## config.mk

```make
export PLATFORM = sky130hd
export DESIGN_NAME = vga_sync_monitor_flat
export DESIGN_NICKNAME = d
export VERILOG_FILES = /design/src/rtl/vga_sync_monitor_if.sv /design/src/rtl/vga_sync_monitor.sv /design/src/flat_wrapper.sv
export SDC_FILE = /design/constraint.sdc
export NUM_CORES = 1
export LEC_CHECK = 0
export BUFFER_PORTS_ARGS = -buffer_cell sky130_fd_sc_hd__buf_2
export CORE_UTILIZATION = 51
export CTS_CLUSTER_SIZE = 24
export DETAILED_ROUTE_END_ITERATION = 10
export GPL_TIMING_DRIVEN = 0
export PLACE_DENSITY = 0.8
export SYNTH_ARGS = -nofsm -noshare
export SYNTH_HDL_FRONTEND = slang
export SYNTH_SLANG_ARGS = --single-unit
```

## constraint.sdc

```tcl
create_clock -name ClkPort -period 3 [get_ports ClkPort]
set_input_delay 0.15 -clock ClkPort [delete_from_list [all_inputs] [get_ports ClkPort]]
set_output_delay 0.15 -clock ClkPort [all_outputs]
set_load 0.1 [all_outputs]
```

## src/rtl/vga_sync_monitor_if.sv

```systemverilog
// vga_sync_monitor_if: sync/pixel stream seen by the VGA sync monitor plus
// the monitor's recovered coordinates, lock status, error counters and probe.
// master: the side that produces sync/rgb and reads results (generator/bench).
// slave:  the monitor itself.
interface vga_sync_monitor_if;
    logic        hSync;
    logic        vSync;
    logic [11:0] rgb;
    logic [9:0]  probe_x;
    logic [9:0]  probe_y;
    logic [9:0]  hCount;
    logic [9:0]  vCount;
    logic        locked;
    logic        line_err;
    logic        frame_err;
    logic [7:0]  err_count;
    logic [15:0] frame_count;
    logic [11:0] probe_rgb;
    logic        probe_valid;

    modport master (
        output hSync, vSync, rgb, probe_x, probe_y,
        input  hCount, vCount, locked, line_err, frame_err,
               err_count, frame_count, probe_rgb, probe_valid
    );

    modport slave (
        input  hSync, vSync, rgb, probe_x, probe_y,
        output hCount, vCount, locked, line_err, frame_err,
               err_count, frame_count, probe_rgb, probe_valid
    );
endinterface

```

## src/rtl/vga_sync_monitor.sv

```systemverilog
// vga_sync_monitor: receive-side checker for VGA sync timing. Recovers pixel
// and line coordinates from hSync/vSync, checks line and frame timing,
// declares lock after LOCK_FRAMES consecutive good frames and counts errors.
// Optional pixel probe compiled in when VGA_SYNC_MON_PROBE_EN is defined.
module vga_sync_monitor #(
    parameter int CLK_DIV     = 4,
    parameter int H_TOTAL     = 800,
    parameter int H_PULSE     = 96,
    parameter int V_TOTAL     = 525,
    parameter int V_PULSE     = 2,
    parameter int LOCK_FRAMES = 2
) (
    input  logic              ClkPort,
    input  logic              Reset,
    vga_sync_monitor_if.slave bus
);
    localparam int LINE_CYC = H_TOTAL * CLK_DIV;
    localparam int PW_CYC   = H_PULSE * CLK_DIV;
    localparam int DIV_W    = (CLK_DIV > 1) ? $clog2(CLK_DIV) : 1;

    typedef enum logic [1:0] {SEARCH, MEASURE, LOCKED} state_t;

    logic r_hs_s1, r_hs_s2, r_hs_d;
    logic r_vs_s1, r_vs_s2, r_vs_d;
    logic w_h_fall, w_v_fall;

    logic [DIV_W-1:0] r_div_cnt;
    logic [9:0]       r_h_count, r_v_count;
    logic [11:0]      r_line_cyc, r_pw_cyc;
    logic [9:0]       r_v_pw;
    logic             r_h_seen, r_frame_bad;

    state_t      r_state;
    logic [7:0]  r_good;
    logic        r_locked, r_line_err, r_frame_err;
    logic [7:0]  r_err_count;
    logic [15:0] r_frame_count;

    logic       w_pix_end, w_line_bad, w_line_sat, w_line_err;
    logic       w_frame_ok, w_frame_eval, w_frame_err, w_frame_good;
    logic [8:0] w_err_sum;
    logic [7:0] w_err_next;

    // Synchronize the sync inputs and keep one extra stage for edge detection.
    // Flops clear to 0 so a low pin at reset release never looks like a fall.
    always_ff @(posedge ClkPort or posedge Reset) begin
        if (Reset) begin
            r_hs_s1 <= 1'b0; r_hs_s2 <= 1'b0; r_hs_d <= 1'b0;
            r_vs_s1 <= 1'b0; r_vs_s2 <= 1'b0; r_vs_d <= 1'b0;
        end else begin
            // NOTE: non-blocking assignments make every stage sample the value
            // from before this edge, which is what builds a real shift chain.
            r_hs_s1 <= bus.hSync; r_hs_s2 <= r_hs_s1; r_hs_d <= r_hs_s2;
            r_vs_s1 <= bus.vSync; r_vs_s2 <= r_vs_s1; r_vs_d <= r_vs_s2;
        end
    end

    assign w_h_fall  = ~r_hs_s2 & r_hs_d;
    assign w_v_fall  = ~r_vs_s2 & r_vs_d;
    assign w_pix_end = (r_div_cnt == DIV_W'(CLK_DIV - 1));

    // A line is judged at the hSync fall that closes it; the very first fall
    // after reset only opens a line. line_cyc hitting 4095 flags a lost hSync.
    assign w_line_bad = w_h_fall & r_h_seen &
                        ((({1'b0, r_line_cyc} + 13'd1) != 13'(LINE_CYC)) |
                         (r_pw_cyc != 12'(PW_CYC)));
    assign w_line_sat = ~w_h_fall & r_h_seen & (r_line_cyc == 12'hFFE);
    assign w_line_err = w_line_bad | w_line_sat;

    // Frame verdict at the vSync fall; a line closed in the same cycle still
    // belongs to the frame being judged.
    assign w_frame_ok   = (({1'b0, r_v_count} + 11'd1) == 11'(V_TOTAL)) &
                          (r_v_pw == 10'(V_PULSE)) & ~r_frame_bad & ~w_line_err;
    assign w_frame_eval = w_v_fall & (r_state != SEARCH);
    assign w_frame_err  = w_frame_eval & ~w_frame_ok;
    assign w_frame_good = w_frame_eval & w_frame_ok;

    assign w_err_sum  = {1'b0, r_err_count} + {8'd0, w_line_err} + {8'd0, w_frame_err};
    assign w_err_next = w_err_sum[8] ? 8'hFF : w_err_sum[7:0];

    // Pixel phase and recovered coordinates; vSync fall wins over hSync fall.
    always_ff @(posedge ClkPort or posedge Reset) begin
        if (Reset) begin
            r_div_cnt <= '0;
            r_h_count <= '0;
            r_v_count <= '0;
        end else begin
            if (w_h_fall) begin
                r_div_cnt <= '0;
                r_h_count <= '0;
            end else begin
                r_div_cnt <= w_pix_end ? '0 : r_div_cnt + DIV_W'(1);
                if (w_pix_end) r_h_count <= r_h_count + 10'd1;
            end
            if (w_v_fall)
                r_v_count <= '0;
            else if (w_h_fall && r_v_count != 10'h3FF)
                r_v_count <= r_v_count + 10'd1;
        end
    end

    // Line length, hSync pulse width, vSync pulse width and per-frame line errors.
    always_ff @(posedge ClkPort or posedge Reset) begin
        if (Reset) begin
            r_line_cyc  <= '0;
            r_pw_cyc    <= '0;
            r_h_seen    <= 1'b0;
            r_v_pw      <= '0;
            r_frame_bad <= 1'b0;
        end else begin
            if (w_h_fall) begin
                r_line_cyc <= '0;
                r_pw_cyc   <= 12'd1;
                r_h_seen   <= 1'b1;
            end else begin
                if (r_line_cyc != 12'hFFF) r_line_cyc <= r_line_cyc + 12'd1;
                if (!r_hs_s2 && r_pw_cyc != 12'hFFF) r_pw_cyc <= r_pw_cyc + 12'd1;
            end
            if (w_v_fall) begin
                r_v_pw      <= w_h_fall ? 10'd1 : 10'd0;
                r_frame_bad <= 1'b0;
            end else begin
                if (w_h_fall && !r_vs_s2 && r_v_pw != 10'h3FF) r_v_pw <= r_v_pw + 10'd1;
                if (w_line_err) r_frame_bad <= 1'b1;
            end
        end
    end

    // Lock state machine with registered lock flag, error pulses and counters.
    always_ff @(posedge ClkPort or posedge Reset) begin
        if (Reset) begin
            r_state       <= SEARCH;
            r_good        <= '0;
            r_locked      <= 1'b0;
            r_line_err    <= 1'b0;
            r_frame_err   <= 1'b0;
            r_err_count   <= '0;
            r_frame_count <= '0;
        end else begin
            r_line_err  <= w_line_err;
            r_frame_err <= w_frame_err;
            r_err_count <= w_err_next;
            if (w_frame_good) r_frame_count <= r_frame_count + 16'd1;
            case (r_state)
                SEARCH: begin
                    if (w_v_fall) begin
                        r_state <= MEASURE;
                        r_good  <= '0;
                    end
                end
                MEASURE: begin
                    if (w_frame_good) begin
                        r_good <= r_good + 8'd1;
                        if ((r_good + 8'd1) >= 8'(LOCK_FRAMES)) begin
                            r_state  <= LOCKED;
                            r_locked <= 1'b1;
                        end
                    end else if (w_frame_err) begin
                        r_good <= '0;
                    end
                end
                LOCKED: begin
                    if (w_line_err || w_frame_err) begin
                        r_state  <= SEARCH;
                        r_locked <= 1'b0;
                    end
                end
                default: begin
                    r_state  <= SEARCH;
                    r_locked <= 1'b0;
                end
            endcase
        end
    end

    assign bus.hCount      = r_h_count;
    assign bus.vCount      = r_v_count;
    assign bus.locked      = r_locked;
    assign bus.line_err    = r_line_err;
    assign bus.frame_err   = r_frame_err;
    assign bus.err_count   = r_err_count;
    assign bus.frame_count = r_frame_count;

`ifdef VGA_SYNC_MON_PROBE_EN
    logic [11:0] r_rgb_s1, r_rgb_s2, r_rgb_d, r_probe_rgb;
    logic        r_probe_valid;

    // rgb goes through the same three stages as the syncs, so r_rgb_d is the
    // pixel currently indexed by hCount; capture it on the last cycle of that pixel.
    always_ff @(posedge ClkPort or posedge Reset) begin
        if (Reset) begin
            r_rgb_s1      <= '0;
            r_rgb_s2      <= '0;
            r_rgb_d       <= '0;
            r_probe_rgb   <= '0;
            r_probe_valid <= 1'b0;
        end else begin
            r_rgb_s1      <= bus.rgb;
            r_rgb_s2      <= r_rgb_s1;
            r_rgb_d       <= r_rgb_s2;
            r_probe_valid <= 1'b0;
            if (r_locked && w_pix_end && !w_h_fall &&
                r_h_count == bus.probe_x && r_v_count == bus.probe_y) begin
                r_probe_rgb   <= r_rgb_d;
                r_probe_valid <= 1'b1;
            end
        end
    end

    assign bus.probe_rgb   = r_probe_rgb;
    assign bus.probe_valid = r_probe_valid;
`else
    logic w_probe_unused;
    assign w_probe_unused  = ^{bus.rgb, bus.probe_x, bus.probe_y};
    assign bus.probe_rgb   = '0;
    assign bus.probe_valid = 1'b0;
`endif

endmodule

```

## src/flat_wrapper.sv

```systemverilog
// flat-port wrapper written by rule: the top's interface ports become plain ports
module vga_sync_monitor_flat 
#(
    parameter int CLK_DIV     = 4,
    parameter int H_TOTAL     = 800,
    parameter int H_PULSE     = 96,
    parameter int V_TOTAL     = 525,
    parameter int V_PULSE     = 2,
    parameter int LOCK_FRAMES = 2
)
  (ClkPort, Reset, bus_hSync, bus_vSync, bus_rgb, bus_probe_x, bus_probe_y, bus_hCount, bus_vCount, bus_locked, bus_line_err, bus_frame_err, bus_err_count, bus_frame_count, bus_probe_rgb, bus_probe_valid);
  vga_sync_monitor_if bus_i ();
  input  logic ClkPort;
  input  logic Reset;
  input wire logic [$bits(bus_i.hSync)-1:0] bus_hSync;
  input wire logic [$bits(bus_i.vSync)-1:0] bus_vSync;
  input wire logic [$bits(bus_i.rgb)-1:0] bus_rgb;
  input wire logic [$bits(bus_i.probe_x)-1:0] bus_probe_x;
  input wire logic [$bits(bus_i.probe_y)-1:0] bus_probe_y;
  output wire logic [$bits(bus_i.hCount)-1:0] bus_hCount;
  output wire logic [$bits(bus_i.vCount)-1:0] bus_vCount;
  output wire logic [$bits(bus_i.locked)-1:0] bus_locked;
  output wire logic [$bits(bus_i.line_err)-1:0] bus_line_err;
  output wire logic [$bits(bus_i.frame_err)-1:0] bus_frame_err;
  output wire logic [$bits(bus_i.err_count)-1:0] bus_err_count;
  output wire logic [$bits(bus_i.frame_count)-1:0] bus_frame_count;
  output wire logic [$bits(bus_i.probe_rgb)-1:0] bus_probe_rgb;
  output wire logic [$bits(bus_i.probe_valid)-1:0] bus_probe_valid;
  assign bus_i.hSync = bus_hSync;
  assign bus_i.vSync = bus_vSync;
  assign bus_i.rgb = bus_rgb;
  assign bus_i.probe_x = bus_probe_x;
  assign bus_i.probe_y = bus_probe_y;
  assign bus_hCount = bus_i.hCount;
  assign bus_vCount = bus_i.vCount;
  assign bus_locked = bus_i.locked;
  assign bus_line_err = bus_i.line_err;
  assign bus_frame_err = bus_i.frame_err;
  assign bus_err_count = bus_i.err_count;
  assign bus_frame_count = bus_i.frame_count;
  assign bus_probe_rgb = bus_i.probe_rgb;
  assign bus_probe_valid = bus_i.probe_valid;
  vga_sync_monitor #(.CLK_DIV(CLK_DIV), .H_TOTAL(H_TOTAL), .H_PULSE(H_PULSE), .V_TOTAL(V_TOTAL), .V_PULSE(V_PULSE), .LOCK_FRAMES(LOCK_FRAMES)) u_core (.ClkPort(ClkPort), .Reset(Reset), .bus(bus_i));
endmodule
```

==> results by group <==
Drt
  – Number of DRC markers after the initial detailed-route iteration: 232
  – Vias per std cell: 5.52
  – DRC violations left: 0
  – Final antenna-violating net count: 0
  – Detailed-routing iteration count for the pre-antenna-repair pass: 5
  – Routed length per instance: 14.3 um
  – Sum of routed wire length over all layers: 11200 um
  – Number of vias in the routed layout: 4331

Setup path
  – CP peak stage delay: 0.50 ns
  – Endpoint arrival time on the critical path: 3.33 ns
  – Worst-path cell chain: ha_2 > nand3_1 > nor4_1 > a31oi_1 > or4_4 > a21o_1 > nand2_4 > fa_2 > inv_2 > ha_4 > nand4_1 > o21ai_1
  – Type of origin of the critical path: flip-flop
  – Type of the worst setup path: reg -> reg
  – CP top delay family: simple AND/OR/NAND/NOR gates
  – Worst reg-to-reg setup slack: -0.07 ns
  – Worst-path fanout max: 6
  – Crit path buf inv count: 1
  – Slowest library cell on the worst path: sky130_fd_sc_hd__or4_4
  – R2r startpoint: u_core.r_line_cyc[1]
  – Category of the worst setup path capture point: flip-flop
  – Data required time at the worst endpoint: 3.26 ns
  – Worst r2r dst: u_core.bus.err_count[3]
  – R2R depth: 12

Placement
  – Minimum setup slack after placement: -0.296 ns
  – Total half-perimeter wirelength after legalization and detailed placement: 7540 um
  – I/O Buffers: 50
  – Placed cell areas: 5850 um2
  – Final RePlAce weighted congestion: 0.848

Yosys
  – Top cell type's share of synthesized area: 47.7%
  – Number of enable-type register cells in the synthesized netlist: 0
  – Number of cells produced by synthesis: 561
  – Async set or reset register ratio after synthesis: 100%
  – Register area share after synthesis: 47.7%
  – Unique cell type count in the Yosys netlist: 53
  – Library cell with the highest instance count after synthesis: sky130_fd_sc_hd__dfrtp_1
  – Most common library cells after synthesis: 101 x sky130_fd_sc_hd__dfrtp_1, 56 x sky130_fd_sc_hd__nor2_1, 55 x sky130_fd_sc_hd__nand2_1, 42 x sky130_fd_sc_hd__xor2_1, 25 x sky130_fd_sc_hd__nand3_1
  – Cell type with the highest aggregate area in the netlist: sky130_fd_sc_hd__dfrtp_1
  – Synth area leaders: sky130_fd_sc_hd__dfrtp_1 48%, sky130_fd_sc_hd__xor2_1 6.9%, sky130_fd_sc_hd__nor2_1 4.0%
  – #FFs+latches synth: 101
  – Cell area after technology mapping: 5300 um2
  – Count of synthesis-stage warnings from yosys: 0
  – Primary FF master, synth: sky130_fd_sc_hd__dfrtp_1
  – Synthesized area per cell: 9.44 um2

Clock network
  – Root buf cell: sky130_fd_sc_hd__clkbuf_8
  – CTS H-Tree Depth: 3
  – Clk sink count: 101
  – TritonCTS clock tree: done
  – Number of buffers created by CTS: 9
  – Clock latency on the worst-skew pair: 0.38 ns
  – Clock edge transition at the registers on the reported setup and hold paths: 0.10 ns
  – Bufs on Longest Clock Path: 2

Layout
  – Layout Utilization: 63.0%
  – Antenna diode count: 0
  – Final std cell area, no fill: 6250 um2
  – Syn-to-layout area delta: 18.0%
  – Number of filler instances in the final layout: 809
  – Proportion of layout cells with a drive suffix above 1: 20.1%
  – Final nets: 698

Timing
  – Final min period: 3.07 ns
  – Hold Vio Cnt, Final: 0
  – Worst hold slack: 0.319 ns
  – Final setup violation count: 12
  – Upper clock frequency limit: 0.326 GHz
  – Worst relative slew slack: 44.9%
  – Fin worst setup slack: -0.0700 ns
  – Final-report max-slew violation count: 0
  – Tightest Pin Transition: 0.820 ns
  – RSZ-0062 raised after global routing: true
  – Final worst path period share: 102%
  – Clock Skews: 0.0139 ns

Floorplanning
  – Die Span X: 104 um
  – Die Outline Area: 10800 um2
  – Starting Density: 53.4%
  – Number of core rows: 36
  – Vertical die dimension: 104 um
  – Floorplan core area: 9910 um2
  – IO Count: 96

Global route
  – Maximum number of pins on one net before global-route repair: 75
  – Global-route total usage across every layer: 21.8%
  – First-pass GRT wire length: 19200 um
  – Global-route congestion overflow total: 0
  – Number of global-route vias before repair: 4176
  – Antenna violations before repair: 0

Job
  – Number of maximum-capacitance constraint violations: 0

Power
  – Final Total Pwr: 0.00363 W
  – Net Sw Power: 0.00143 W
  – Peak VDD IR: 0.600 mV
  – Power density cells: 581 nW/um2
  – Cell-internal power: 0.00220 W
  – Relative contribution of the clock network to total power: 26.1%
  – Sequential share of power: 44.6%
  – Leakage: 3.01 nW
  – Comb power frac: 29.3%
  – Switching part of the total power: 39.3%

Status
  – Outcome: complete, but fails checks
  – Failing checks: setup timing

Hold path
  – Worst min-delay path class: in -> async
power by group through the flow:
stage                     logic (W)  clock network (W)  registers (W)
after global placement     0.000994                  0        0.00163
after global routing        0.00113            0.00101        0.00164
after detailed placement    0.00101                  0        0.00164
final                       0.00106           0.000948        0.00162
after CTS                   0.00104           0.000969        0.00161
after floorplan            0.000396                  0        0.00208
final cells by class:
type                       instances  area [um2]  share of cell area, %
multi-input combinational        417        2670                   42.7
sequential                       101        2540                   40.6
timing repair buffer              64         383                   6.13
buffer                            33         198                   3.17
tap                              133         166                   2.66
clock buffer                      10         128                   2.04
clock inverter                     6        86.3                   1.38
inverter                          21        81.3                   1.30
state kept, by name (all words and copies together), names as in the netlist, 2 cells and up:
signal / cells
u_core.bus.hCount: 10
u_core.r_div_cnt: 2
u_core.bus.frame_count: 16
u_core.bus.err_count: 8
u_core.r_v_pw: 10
u_core.bus.vCount: 10
u_core.r_pw_cyc: 12
u_core.r_good: 8
u_core.r_line_cyc: 12
u_core.r_state: 2
cell usage in the layout (no fill, tap or decap), types with 17 or more instances in the layout:
cell                      count
sky130_fd_sc_hd__nand4_1     24
sky130_fd_sc_hd__buf_4       23
sky130_fd_sc_hd__a21oi_1     22
sky130_fd_sc_hd__inv_1       17
sky130_fd_sc_hd__nor2_1      55
sky130_fd_sc_hd__buf_2       51
sky130_fd_sc_hd__nor3_1      20
sky130_fd_sc_hd__dfrtp_1     93
sky130_fd_sc_hd__xor2_1      42
sky130_fd_sc_hd__nand3_1     24
sky130_fd_sc_hd__and3_1      17
sky130_fd_sc_hd__o21ai_0     21
sky130_fd_sc_hd__nand2_1     54
routing by layer:
layer / routed length, um / global-route usage [%] / up-vias / part of all wire, %
met5: 0 / 0 / - / 0
met4: 153 / 7.45 / 0 / 1.4
met3: 443 / 4.32 / 13 / 3.9
met2: 5580 / 37.8 / 99 / 50
met1: 5070 / 27.2 / 2110 / 45
li1: - / - / 2109 / -
what timing repair did:
action / in CTS / in global routing
endpoints found under the hold margin: 29 / 0
cloned: 0 / 0
resized for setup: 6 / 16
setup endpoints to repair: 20 / 24
hold buffers: 3 / 0
pin swaps: 3 / 8
setup buffers: 5 / 6
per-stage QoR:
| stage | setup TNS [ns] | std cells |
|---|---|---|
| 2_1_floorplan | -0.213 | 573 |
| 3_5_place_dp | -2.44 | 757 |
| 4_1_cts | -0.416 | 781 |
| 6_report | -0.522 | 785 |
| 5_1_grt | -1.66 | 785 |
| 3_3_place_gp | -94.55 | 756 |
how the worst max path moves through the flow:
stage                                     from                 endpoint  slack [ns]  cells after the start
after floorplan                          Reset     u_core.bus.vCount[0]       -0.03                      1
after global placement                   Reset     u_core.bus.vCount[5]       -1.21                      2
after detailed placement    u_core.r_pw_cyc[0]  u_core.bus.err_count[3]       -0.30                     14
after CTS                   u_core.r_pw_cyc[3]  u_core.bus.err_count[3]       -0.09                     12
after global routing        u_core.r_pw_cyc[1]  u_core.bus.err_count[3]       -0.15                     13
final                     u_core.r_line_cyc[1]  u_core.bus.err_count[3]       -0.07                     12
cell families (layout without fill, tap and decap cells):
group                      after synthesis  after routing  share of synthesized area, %
other                                    1             13                        0.0708
adders and majority gates               15             15                          3.69
xor gates and xnor gates                58             58                          9.59
DFF                                    101            101                          47.7
buffers and inverters                   55            134                          5.17
AOI/OAI and AO/OA                       70             70                          7.92
and+or+nand+nor                        257            257                          25.0
muxes                                    4              4                         0.803
tightest hold or removal path: cells and delay by family:
family | cells | cell delay (ns)
buffers and inverters | 3 | 0.96
Power figures use the tool's default switching activity.
